`config.mk`:
```
export PLATFORM = sky130hd
export DESIGN_NAME = oflow_conflict_resolve_par
export DESIGN_NICKNAME = d
export VERILOG_FILES = /design/src/rtl/oflow_conflict_resolve_par.sv
export SDC_FILE = /design/constraint.sdc
export NUM_CORES = 2
export LEC_CHECK = 0
export BUFFER_PORTS_ARGS = -buffer_cell sky130_fd_sc_hd__buf_2
export CORE_MARGIN = 3
export CORE_UTILIZATION = 50
export CTS_CLUSTER_DIAMETER = 30
export DETAILED_ROUTE_END_ITERATION = 10
export HOLD_SLACK_MARGIN = 0.1
export PLACE_DENSITY = 0.67
export SYNTH_ARGS = -nofsm -noshare
export SYNTH_HDL_FRONTEND = slang
export SYNTH_SLANG_ARGS = --single-unit
```
`constraint.sdc`:
```
create_clock -name clk -period 5.2 [get_ports clk]
set_input_delay 0.26 -clock clk [delete_from_list [all_inputs] [get_ports clk]]
set_output_delay 0.26 -clock clk [all_outputs]
set_load 0.03 [all_outputs]
```
`src/rtl/oflow_conflict_resolve_par.sv`:
```
// Overflow conflict resolver: scans each PE's candidate rows, gives object-ID ownership to the
// lowest score and pushes losers to fallback rows. Optional macro OFLOW_CR_STATS_EN adds conflict_cnt.
module oflow_conflict_resolve_par #(
    parameter int NUM_PE           = 8,
    parameter int NUM_ROWS         = 4,
    parameter int SCORE_W          = 16,
    parameter int ID_W             = 7,
    parameter int MAX_CONFLICTS_TH = 64,
    localparam int PW = (NUM_PE > 1) ? $clog2(NUM_PE) : 1,
    localparam int RW = (NUM_ROWS > 1) ? $clog2(NUM_ROWS) : 1,
    localparam int CW = $clog2(MAX_CONFLICTS_TH + 1)
) (
    input  logic               clk,
    input  logic               reset_N,
    input  logic               start_cr,
    output logic               done_cr,
    output logic               abort_cr,
    input  logic [SCORE_W-1:0] score_to_cr,
    input  logic [ID_W-1:0]    id_to_cr,
    output logic [RW-1:0]      row_sel_from_cr,
    output logic [PW-1:0]      pe_sel_from_cr,
    output logic [RW-1:0]      row_to_change,
    output logic [PW-1:0]      pe_to_change,
    output logic               data_to_score_board,
    output logic               write_to_pointer,
    output logic [NUM_PE-1:0]  unresolved_vec,
`ifdef OFLOW_CR_STATS_EN
    output logic [CW-1:0]      conflict_cnt,
`endif
    output logic [2:0]         o_dbg_state
);

    localparam int DEPTH = 2 ** ID_W;
    localparam logic [PW:0]   IDX_END  = (PW + 1)'(NUM_PE);
    localparam logic [RW-1:0] LAST_ROW = RW'(NUM_ROWS - 1);
    localparam logic [CW-1:0] CNT_MAX  = CW'(MAX_CONFLICTS_TH);

    typedef enum logic [2:0] {
        S_IDLE  = 3'd0,
        S_INIT  = 3'd1,
        S_READ  = 3'd2,
        S_EVAL  = 3'd3,
        S_WRITE = 3'd4,
        S_NEXT  = 3'd5,
        S_DONE  = 3'd6
    } state_t;

    state_t             r_state;
    logic [DEPTH-1:0]   r_valid;
    logic [SCORE_W-1:0] r_tbl_score [DEPTH];
    logic [PW-1:0]      r_tbl_owner [DEPTH];
    logic [RW-1:0]      r_ptr [NUM_PE];
    logic [PW:0]        r_idx;
    logic [PW-1:0]      r_cur_pe;
    logic [PW-1:0]      r_loser;
    logic               r_loser_exh;
    logic [CW-1:0]      r_conflicts;

    logic               w_hit;
    logic               w_steal;
    logic [PW-1:0]      w_loser;
    logic [RW-1:0]      w_loser_ptr;
    logic               w_loser_exh;
    logic [PW:0]        w_idx_next;
    logic [PW-1:0]      w_next_pe;

    // Ties keep the incumbent: only a strictly lower score evicts the stored owner.
    assign w_hit       = r_valid[id_to_cr];
    assign w_steal     = w_hit && (score_to_cr < r_tbl_score[id_to_cr]);
    assign w_loser     = w_steal ? r_tbl_owner[id_to_cr] : r_cur_pe;
    assign w_loser_ptr = r_ptr[w_loser];
    assign w_loser_exh = (w_loser_ptr == LAST_ROW);
    assign w_idx_next  = r_idx + 1'b1;
    assign w_next_pe   = w_idx_next[PW-1:0];
    assign o_dbg_state = r_state;

    always_ff @(posedge clk) begin
        if (r_state == S_EVAL && (!w_hit || w_steal)) begin
            r_tbl_score[id_to_cr] <= score_to_cr;
            r_tbl_owner[id_to_cr] <= r_cur_pe;
        end
    end

    always_ff @(posedge clk or posedge reset_N) begin
        if (reset_N) begin
            r_state             <= S_IDLE;
            r_valid             <= '0;
            for (int p = 0; p < NUM_PE; p++) r_ptr[p] <= '0;
            r_idx               <= '0;
            r_cur_pe            <= '0;
            r_loser             <= '0;
            r_loser_exh         <= 1'b0;
            r_conflicts         <= '0;
            done_cr             <= 1'b0;
            abort_cr            <= 1'b0;
            row_sel_from_cr     <= '0;
            pe_sel_from_cr      <= '0;
            row_to_change       <= '0;
            pe_to_change        <= '0;
            data_to_score_board <= 1'b0;
            write_to_pointer    <= 1'b0;
            unresolved_vec      <= '0;
`ifdef OFLOW_CR_STATS_EN
            conflict_cnt        <= '0;
`endif
        end else begin
            done_cr          <= 1'b0;
            write_to_pointer <= 1'b0;
            case (r_state)
                S_IDLE: begin
                    if (start_cr) begin
                        r_state  <= S_INIT;
                        abort_cr <= 1'b0;
`ifdef OFLOW_CR_STATS_EN
                        conflict_cnt <= '0;
`endif
                    end
                end
                S_INIT: begin
                    r_valid         <= '0;
                    for (int p = 0; p < NUM_PE; p++) r_ptr[p] <= '0;
                    unresolved_vec  <= '0;
                    r_conflicts     <= '0;
                    abort_cr        <= 1'b0;
                    r_idx           <= '0;
                    r_cur_pe        <= '0;
                    pe_sel_from_cr  <= '0;
                    row_sel_from_cr <= '0;
                    r_state         <= S_READ;
                end
                S_READ: r_state <= S_EVAL;
                S_EVAL: begin
                    r_valid[id_to_cr] <= 1'b1;
                    if (!w_hit) begin
                        r_state <= S_NEXT;
                    end else begin
                        // Strobe and pointer update land together so the write is visible during WRITE.
                        r_state          <= S_WRITE;
                        write_to_pointer <= 1'b1;
                        pe_to_change     <= w_loser;
                        r_loser          <= w_loser;
                        r_loser_exh      <= w_loser_exh;
                        r_conflicts      <= r_conflicts + 1'b1;
                        if (!w_loser_exh) begin
                            r_ptr[w_loser]      <= w_loser_ptr + 1'b1;
                            row_to_change       <= w_loser_ptr + 1'b1;
                            data_to_score_board <= 1'b1;
                        end else begin
                            row_to_change           <= w_loser_ptr;
                            data_to_score_board     <= 1'b0;
                            unresolved_vec[w_loser] <= 1'b1;
                        end
                    end
                end
                S_WRITE: begin
                    if (r_conflicts >= CNT_MAX) begin
                        r_state  <= S_DONE;
                        done_cr  <= 1'b1;
                        abort_cr <= 1'b1;
`ifdef OFLOW_CR_STATS_EN
                        conflict_cnt <= r_conflicts;
`endif
                    end else if (!r_loser_exh) begin
                        r_cur_pe        <= r_loser;
                        pe_sel_from_cr  <= r_loser;
                        row_sel_from_cr <= r_ptr[r_loser];
                        r_state         <= S_READ;
                    end else begin
                        r_state <= S_NEXT;
                    end
                end
                S_NEXT: begin
                    r_idx <= w_idx_next;
                    if (w_idx_next == IDX_END) begin
                        r_state <= S_DONE;
                        done_cr <= 1'b1;
`ifdef OFLOW_CR_STATS_EN
                        conflict_cnt <= r_conflicts;
`endif
                    end else begin
                        r_cur_pe        <= w_next_pe;
                        pe_sel_from_cr  <= w_next_pe;
                        row_sel_from_cr <= r_ptr[w_next_pe];
                        r_state         <= S_READ;
                    end
                end
                S_DONE:  r_state <= S_IDLE;
                default: r_state <= S_IDLE;
            endcase
        end
    end

endmodule

```
; ---- Word-level counts from Yosys, hierarchy flattened
; Memory sizes are Yosys's and may differ from the RTL's.
; Index checks and enable logic that the tools add are counted.
[op_classes]
n_addsub = 3
mux = 55
magnitude_cmp = 10
n_reduce_logical = 18
eq_ne = 15
bitwise = 5
[op_table]
columns = op, count
row1 = 128-bit case mux with 2 select lines, 1
row2 = 128-bit OR, 1
row3 = 16-bit two-way mux, 2
row4 = 16-bit case mux with 2 select lines, 1
row5 = 3-bit two-way mux, 8
row6 = 2-bit two-way mux, 11
row7 = 2-bit binary-select mux with 3-bit select, 3
row8 = 3-bit case mux with 6 select lines, 1
row9 = 16-bit bitwise mux, 1
row10 = 16-bit < comparator, 1
row11 = 8-bit two-way mux, 2
row12 = "2-bit inequality test, second input constant", 8
row13 = 8-bit case mux with 2 select lines, 1
row14 = 7-bit case mux with 2 select lines, 1
row15 = 1-bit two-way mux, 13
row16 = "4-bit greater-or-equal comparator, second input constant", 3
row17 = 3-bit inverter with 4-bit output, 3
row18 = 3-bit case mux with 3 select lines, 1
row19 = 3-bit AND reduction, 3
row20 = "7-bit by 8-bit < comparator with 1-bit output, second input constant", 1
row21 = 8-bit OR, 1
row22 = 4-bit case mux with 2 select lines, 1
row23 = "7-bit by 1-bit adder with 7-bit output, second input constant", 1
row24 = 1-bit binary-select mux with 7-bit select, 1
row25 = other kinds (27), 36
[word_totals]
out_inout_bits = 25
inputBits = 26
n_memories = 2
word_cells = 130
ramBits = 2432
ff_bits = 181
[mem_list]
columns = memory, depth, width, read_ports, rd_ports_with_merged_regs, write_ports, line
row1 = r_tbl_score, 128, 16, 1, 0, 1, 50  ; logic [SCORE_W-1:0] r_tbl_score [DEPTH];
row2 = r_tbl_owner, 128, 3, 1, 0, 1, 51  ; logic [PW-1:0] r_tbl_owner [DEPTH];

; ---- Longest topological paths before layout
[depth]
ltp_word = 13
ltp_mapped = 39
ltp_nobuf = 26

; ---- Worst setup path after synthesis
; Ideal clock, no wire load.
[synth_timing]
kind = input port to flip-flop
from = in id_to_cr[2]
to = reg r_ptr[5] in the netlist's numbering
t_required_ns = 5.074
slack_ns = -1.827
arrival_ns = 6.900
n_path_buf = 12
setup_time_ns = 0.126
path_stages = 33
cell_sequence = buf_2 buf_6 buf_6 buf_6 buf_6 buf_6 buf_2 buf_4 buf_2 buf_2 buf_2 mux2_2 a21oi_1 o22ai_1 nor4_1 nand3_1 nor2_1 ha_1 a21o_1 a21o_1 a2111oi_0 o21ai_0 a21o_1 a21oi_1 nand2_1 mux2i_2 mux4_2 ha_1 nor2_1 o21ai_0 clkbuf_1 and2_1 a311o_1
[synth_via]
elab_chain_len = 13
elab_cells_between_ends = 25
classes_between = 1 x add/sub / 3 x order compare / 3 x eq/ne / 12 x mux / 1 x bitwise / 3 x reduce/logical / 2 x memory
[synth_lines]
columns = element, line
row1 = start: declaration, 19  ; input logic [ID_W-1:0] id_to_cr,
row2 = memory 128 x 16 bit / 1-bit binary-select mux with 7-bit select (equally long branches), -
row3 = 16-bit < comparator / 1-bit two-way mux (equally long branches), "69, 68"
row4 = 1-bit logical AND, 69  ; assign w_steal = w_hit && (score_to_cr < r_tbl_score[id_to_cr]);
row5 = 3-bit two-way mux, 70  ; assign w_loser = w_steal ? r_tbl_owner[id_to_cr] : r_cur_pe;
row6 = 3-bit inverter with 4-bit output (not written as such), "71, 145"
row7 = "2-bit binary-select mux with 3-bit select, or another cell as far along", 71  ; assign w_loser_ptr = r_ptr[w_loser];
row8 = 2-bit two-way mux (not written as such) / 1-bit logical AND (equally long branches), "71, 145"
row9 = 2-bit two-way mux (on tied branches), "71, 145"
row10 = 2-bit by 1-bit adder with 2-bit output / 2-bit demux with 3-bit select (equally long branches), 145  ; r_ptr[w_loser] <= w_loser_ptr + 1'b1;
row11 = 16-bit bitwise mux, 145
row12 = 16-bit two-way mux, 144  ; if (!w_loser_exh) begin
row13 = 16-bit two-way mux, 134  ; if (!w_hit) begin
row14 = 16-bit case mux with 2 select lines, 109  ; case (r_state)
row15 = end signal: indexed assignment, 145
row16 = end: declaration, 52  ; logic [RW-1:0] r_ptr [NUM_PE];
; Parallel ways exist; a longest one is shown, timed or not. The select of a mux whose other input is x is not followed.
; A chain may end at the register's enable or synchronous reset.

; ---- Final worst setup path
[layout_timing]
from = mem r_tbl_score[15][5]
to = reg r_ptr[7] in the netlist's numbering
[layout_via]
elab_chain_len = 13
elab_cells_between_ends = 21
classes_between = 1 x add/sub / 3 x order compare / 2 x eq/ne / 10 x mux / 1 x bitwise / 3 x reduce/logical / 1 x memory
[layout_lines]
columns = element, line
row1 = start: declaration, 50
row2 = memory 128 x 16 bit (*), -
row3 = 16-bit < comparator (*), 69
row4 = 1-bit logical AND (*), 69
row5 = 3-bit two-way mux (*), 70
row6 = 3-bit inverter with 4-bit output (not written as such) (*), "71, 145"
row7 = "2-bit binary-select mux with 3-bit select, or another cell as far along", 71
row8 = 2-bit two-way mux (not written as such) / 1-bit logical AND (equally long branches), "71, 145"
row9 = 2-bit two-way mux (on tied branches), "71, 145"
row10 = 2-bit by 1-bit adder with 2-bit output / 2-bit demux with 3-bit select (equally long branches), 145
row11 = 16-bit bitwise mux, 145
row12 = 16-bit two-way mux, 144
row13 = 16-bit two-way mux, 134
row14 = 16-bit case mux with 2 select lines, 109
; Mark *: on every way between the ends. The rest lies on a longest branch, timed or not. The select of a mux whose other input is x is not followed.

==> run_results.csv <==
group,metric,value,unit
power_and_ir_drop,leakage,0.0454,uW
clocking,cts_tree,"done",
logic_synthesis,syn_nets,5880,
floorplanning,die_w,453,microns
sta,hold_ws,0.174,ns
clocking,clk_latency,1.03,ns
floorplanning,die_height,453,microns
min_path,whs_endpoint,"o_dbg_state[0]",
setup_path,required,6.07,ns
sta,hold_violations,0,
min_path,worstHoldStart,"start_cr",
logic_synthesis,ys_types,71,
logic_synthesis,synthFlopType,"edfxtp_1",
final_layout,num-nets-final,7147,
logic_synthesis,ys_ff_latch,2613,
run,maxCapViolations,0,
routing,vias_per_cell,6.71,
setup_path,r2r-end,"r_ptr[7]",
routing,routed-wl-met2,163,mm
clocking,root_buffer,"clkbuf_16",
power_and_ir_drop,power.switching,14100,uW
setup_path,arrival,6.69,ns
floorplanning,core,198000,sq um
logic_synthesis,ys_seq_area_share,77.5,%
setup_path,path_class,"reg -> reg",
place,portBuffers,50,
routing,drt_wl_total,374,mm
outcome,violations,"negative setup slack",
floorplanning,dieArea,205000,sq um
floorplanning,initial_core_util,50.5,%
sta,rsz0062_at_grt,"yes",
clocking,clk_pin_slew_worst_paths,0.05,ns
final_layout,register_area,77600,sq um
sta,post-route-period-util,112,%
floorplanning,fp-row-count,163,
sta,layout_min_cycle_time,5.83,ns
power_and_ir_drop,p_clk_share,51.7,%
power_and_ir_drop,switching_share,24.0,%
routing,drt_iter0_drc,11600,
clocking,clockBufferDepth,4,
logic_synthesis,async_flop_share,6.93,%
final_layout,instances_no_fill,10100,
logic_synthesis,synthCells,5832,
routing,highest_layer,"met5",
global_routing,track_usage,36.0,%
power_and_ir_drop,p_per_area,449,nW/um^2
global_routing,grt_pass1_wl,516,mm
clocking,clkSinkCount,2613,
logic_synthesis,syn_area,100000,sq um
logic_synthesis,yosys_warnings,0,
final_layout,drive_gt1_share,32.5,%
setup_path,worst_setup_path_start_kind,"flop",
routing,wire_per_inst,36.9,microns
global_routing,grt_remaining_overflow,0,
min_path,worstHoldPathCells,4,
setup_path,r2r_start,"r_tbl_score[15][5]",
final_layout,final_area,131000,sq um
power_and_ir_drop,intPower,44800,uW
place,place_area,114000,sq um
logic_synthesis,syn_area_per_cell,17.2,sq um
routing,wl_met3,52.5,mm
logic_synthesis,synth_area_leaders,"edfxtp_1 73%, dfrtp_1 4.5%, a22oi_1 3.4%",
setup_path,worstPathMaxFanout,4,
clocking,cts-htree-levels,5,
power_and_ir_drop,ir_worst_vdd,0.365,mV
sta,slew_viol_final,0,
routing,drc,0,
global_routing,antenna_found_initial,22,
power_and_ir_drop,p_comb_share,8.1,%
sta,setup_viol,28,
logic_synthesis,synth_top_area_share,73.0,%
outcome,status,"complete, but fails checks",
sta,timing.fmax,172,MHz
setup_path,end_kind,"flop",
floorplanning,ioPinCount,51,
min_path,hp-class,"in -> reg",
routing,detail-route-antenna-nets,0,
sta,skew,0.110,ns
routing,met1_length,131,mm
sta,fin_ws,-0.626,ns
routing,vias,68100,
logic_synthesis,synth_top_area_cell,"edfxtp_1",
setup_path,ff2ff_setup_slack,-0.63,ns
power_and_ir_drop,p_seq_share,40.2,%
place,gp_congestion,1.01,
power_and_ir_drop,total_power,58900,uW
place,pre_cts_ws,-1.93,ns
sta,maxSlewHeadroom,18.3,%
final_layout,area_growth_syn_to_layout,31.2,%
place,dp_hpwl,242,mm
final_layout,multiInputGateArea,22300,sq um
final_layout,nFillCells,12800,
setup_path,r2r_cells,22,
global_routing,grt_pass1_vias,65500,
place,placed_cells,9237,
routing,drt_first_pass_iters,9,
global_routing,grt_max_degree,129,
clocking,cts_made_buffers,470,
sta,worst_slew_pin_slew,1.22,ns
logic_synthesis,synth_edf_count,2432,
## power groups by stage
| stage | logic, uW | registers (uW) | clock network, uW |
|---|---|---|---|
| 3_5_place_dp | 4330 | 24100 | 0 |
| 5_1_grt | 4860 | 23700 | 31600 |
| 6_report | 4750 | 23700 | 30500 |
| 4_1_cts | 4490 | 23700 | 30600 |
| 2_1_floorplan | 1760 | 24200 | 0 |
| 3_3_place_gp | 4300 | 24100 | 0 |
## layer usage
layer | track usage, % | up-vias
met5 | 0 | -
met4 | 22.4 | 16
met3 | 11.6 | 1143
met2 | 52.2 | 5820
met1 | 47.2 | 34300
li1 | - | 26700
## stage by stage
stage | util [%] | setup TNS (ns)
2_1_floorplan | - | -580.43
3_3_place_gp | 57.7 | -2511.46
3_5_place_dp | 57.7 | -2397.49
4_1_cts | 66.1 | -9.05
5_1_grt | 66.3 | -17.17
6_report | 66.3 | -12.84
## how the worst max path moves through the flow
stage                             start   endpoint  slack [ns]  cells past startpoint
floorplan                   id_to_cr[2]   r_ptr[7]       -1.09                     31
global placement            id_to_cr[0]   r_ptr[5]       -2.07                     30
detailed placement          id_to_cr[0]  r_ptr[14]       -1.93                     29
CTS                  r_tbl_score[15][5]   r_ptr[7]       -0.47                     22
global route        r_tbl_score[122][2]   r_ptr[9]       -0.81                     30
finish               r_tbl_score[15][5]   r_ptr[7]       -0.63                     22
## sequential cells by signal, summed over array words and instances, names as in the netlist, 2 cells and up
signal / count
r_valid: 128
r_tbl_owner: 384
r_conflicts: 7
r_tbl_score: 2048
row_to_change: 2
r_idx: 4
row_sel_from_cr: 2
r_ptr: 16
unresolved_vec: 8
r_loser: 3
o_dbg_state: 3
r_cur_pe: 3
## cell families (layout without fill, tap and decap cells)
kind of cell               Yosys count  in the layout  synth area share [%]
DFF                               2613           2613                  77.5
AOI/OAI and AO/OA                 1559           1559                  11.2
and+or+nand+nor                    776            776                  3.45
muxes                              430            430                  5.70
buffers and inverters              427           2083                  1.83
adders and majority gates           22             22                 0.275
xor gates and xnor gates             5              5                0.0438
other                                0             10                     0
## area by class of cell
| class | instances | area share, % |
|---|---|---|
| Tap cell | 2640 | 2.52 |
| Clock buffer | 517 | 9.24 |
| Multi-Input combinational cell | 2792 | 17.0 |
| Antenna cell | 10 | 0.0191 |
| Inverter | 22 | 0.0724 |
| Clock inverter | 344 | 2.86 |
| Sequential cell | 2613 | 59.1 |
| Timing Repair Buffer | 1200 | 9.18 |
## critical path, stage by stage, from the launching register on
cell	delay (ns)
edfxtp_1	0.36
mux4_2	0.52
a221oi_4	0.28
nor2_4	0.09
nor4_4	0.38
nand3_2	0.21
a221oi_4	0.23
ha_1	0.28
a21o_1	0.16
a21o_1	0.20
a21oi_2	0.18
a211oi_2	0.12
a21o_4	0.29
a21o_4	0.22
or3_4	0.41
nand3_2	0.10
o21ai_1	0.06
mux4_2	0.53
ha_4	0.20
nor2_4	0.11
nand4_1	0.13
or4_1	0.56
nand3_1	0.08
## synthesized netlist by cell type (all sizes together) (14+ instances only)
cell,number
edfxtp,2432
a22oi,457
nand2,296
o21ai,273
clkbuf,258
nor2,248
a221oi,225
mux2i,224
dfrtp,181
buf,147
a21oi,133
a22o,130
mux2,105
mux4,101
o22ai,77
a31oi,70
nand4,69
nand3,42
nor3,32
o211ai,25
a221o,22
ha,22
inv,21
nor4,19
o221ai,17
a211oi,16
a222oi,16
nand2b,16
a41oi,14
## placed cells by master, fill, tap and decap left out, types with 14 or more instances in the layout
cell type,instances
edfxtp_1,2432
buf_4,894
clkbuf_16,478
a22oi_1,455
nand2_1,283
o21ai_0,246
buf_12,239
mux2i_1,222
a221oi_1,203
dfrtp_1,178
a22o_1,130
a21oi_1,118
nor2_1,107
mux2_2,103
mux4_2,101
nor2_4,90
clkinv_2,74
o22ai_1,71
a31oi_1,69
nand4_1,68
bufinv_16,61
clkinvlp_4,56
clkinv_1,53
nor2_2,51
inv_6,50
clkinv_4,43
clkbuf_1,37
nand3_1,35
buf_2,30
nor3_1,28
o211ai_1,25
a221o_1,22
dlygate4sd3_1,21
inv_1,18
a221oi_2,18
ha_1,17
a222oi_1,16
nand2b_1,15
o221ai_1,14
## what timing repair did
item                                    in CTS  in global routing
resized for setup                           94                 75
hold endpoints to repair                   989                  0
endpoints found under the setup margin    2463                890
pin swaps                                   34                 35
setup buffers                                8                  7
hold buffers                                21                  0
gates cloned                                 1                  0
(Power assumes the default switching activity.)
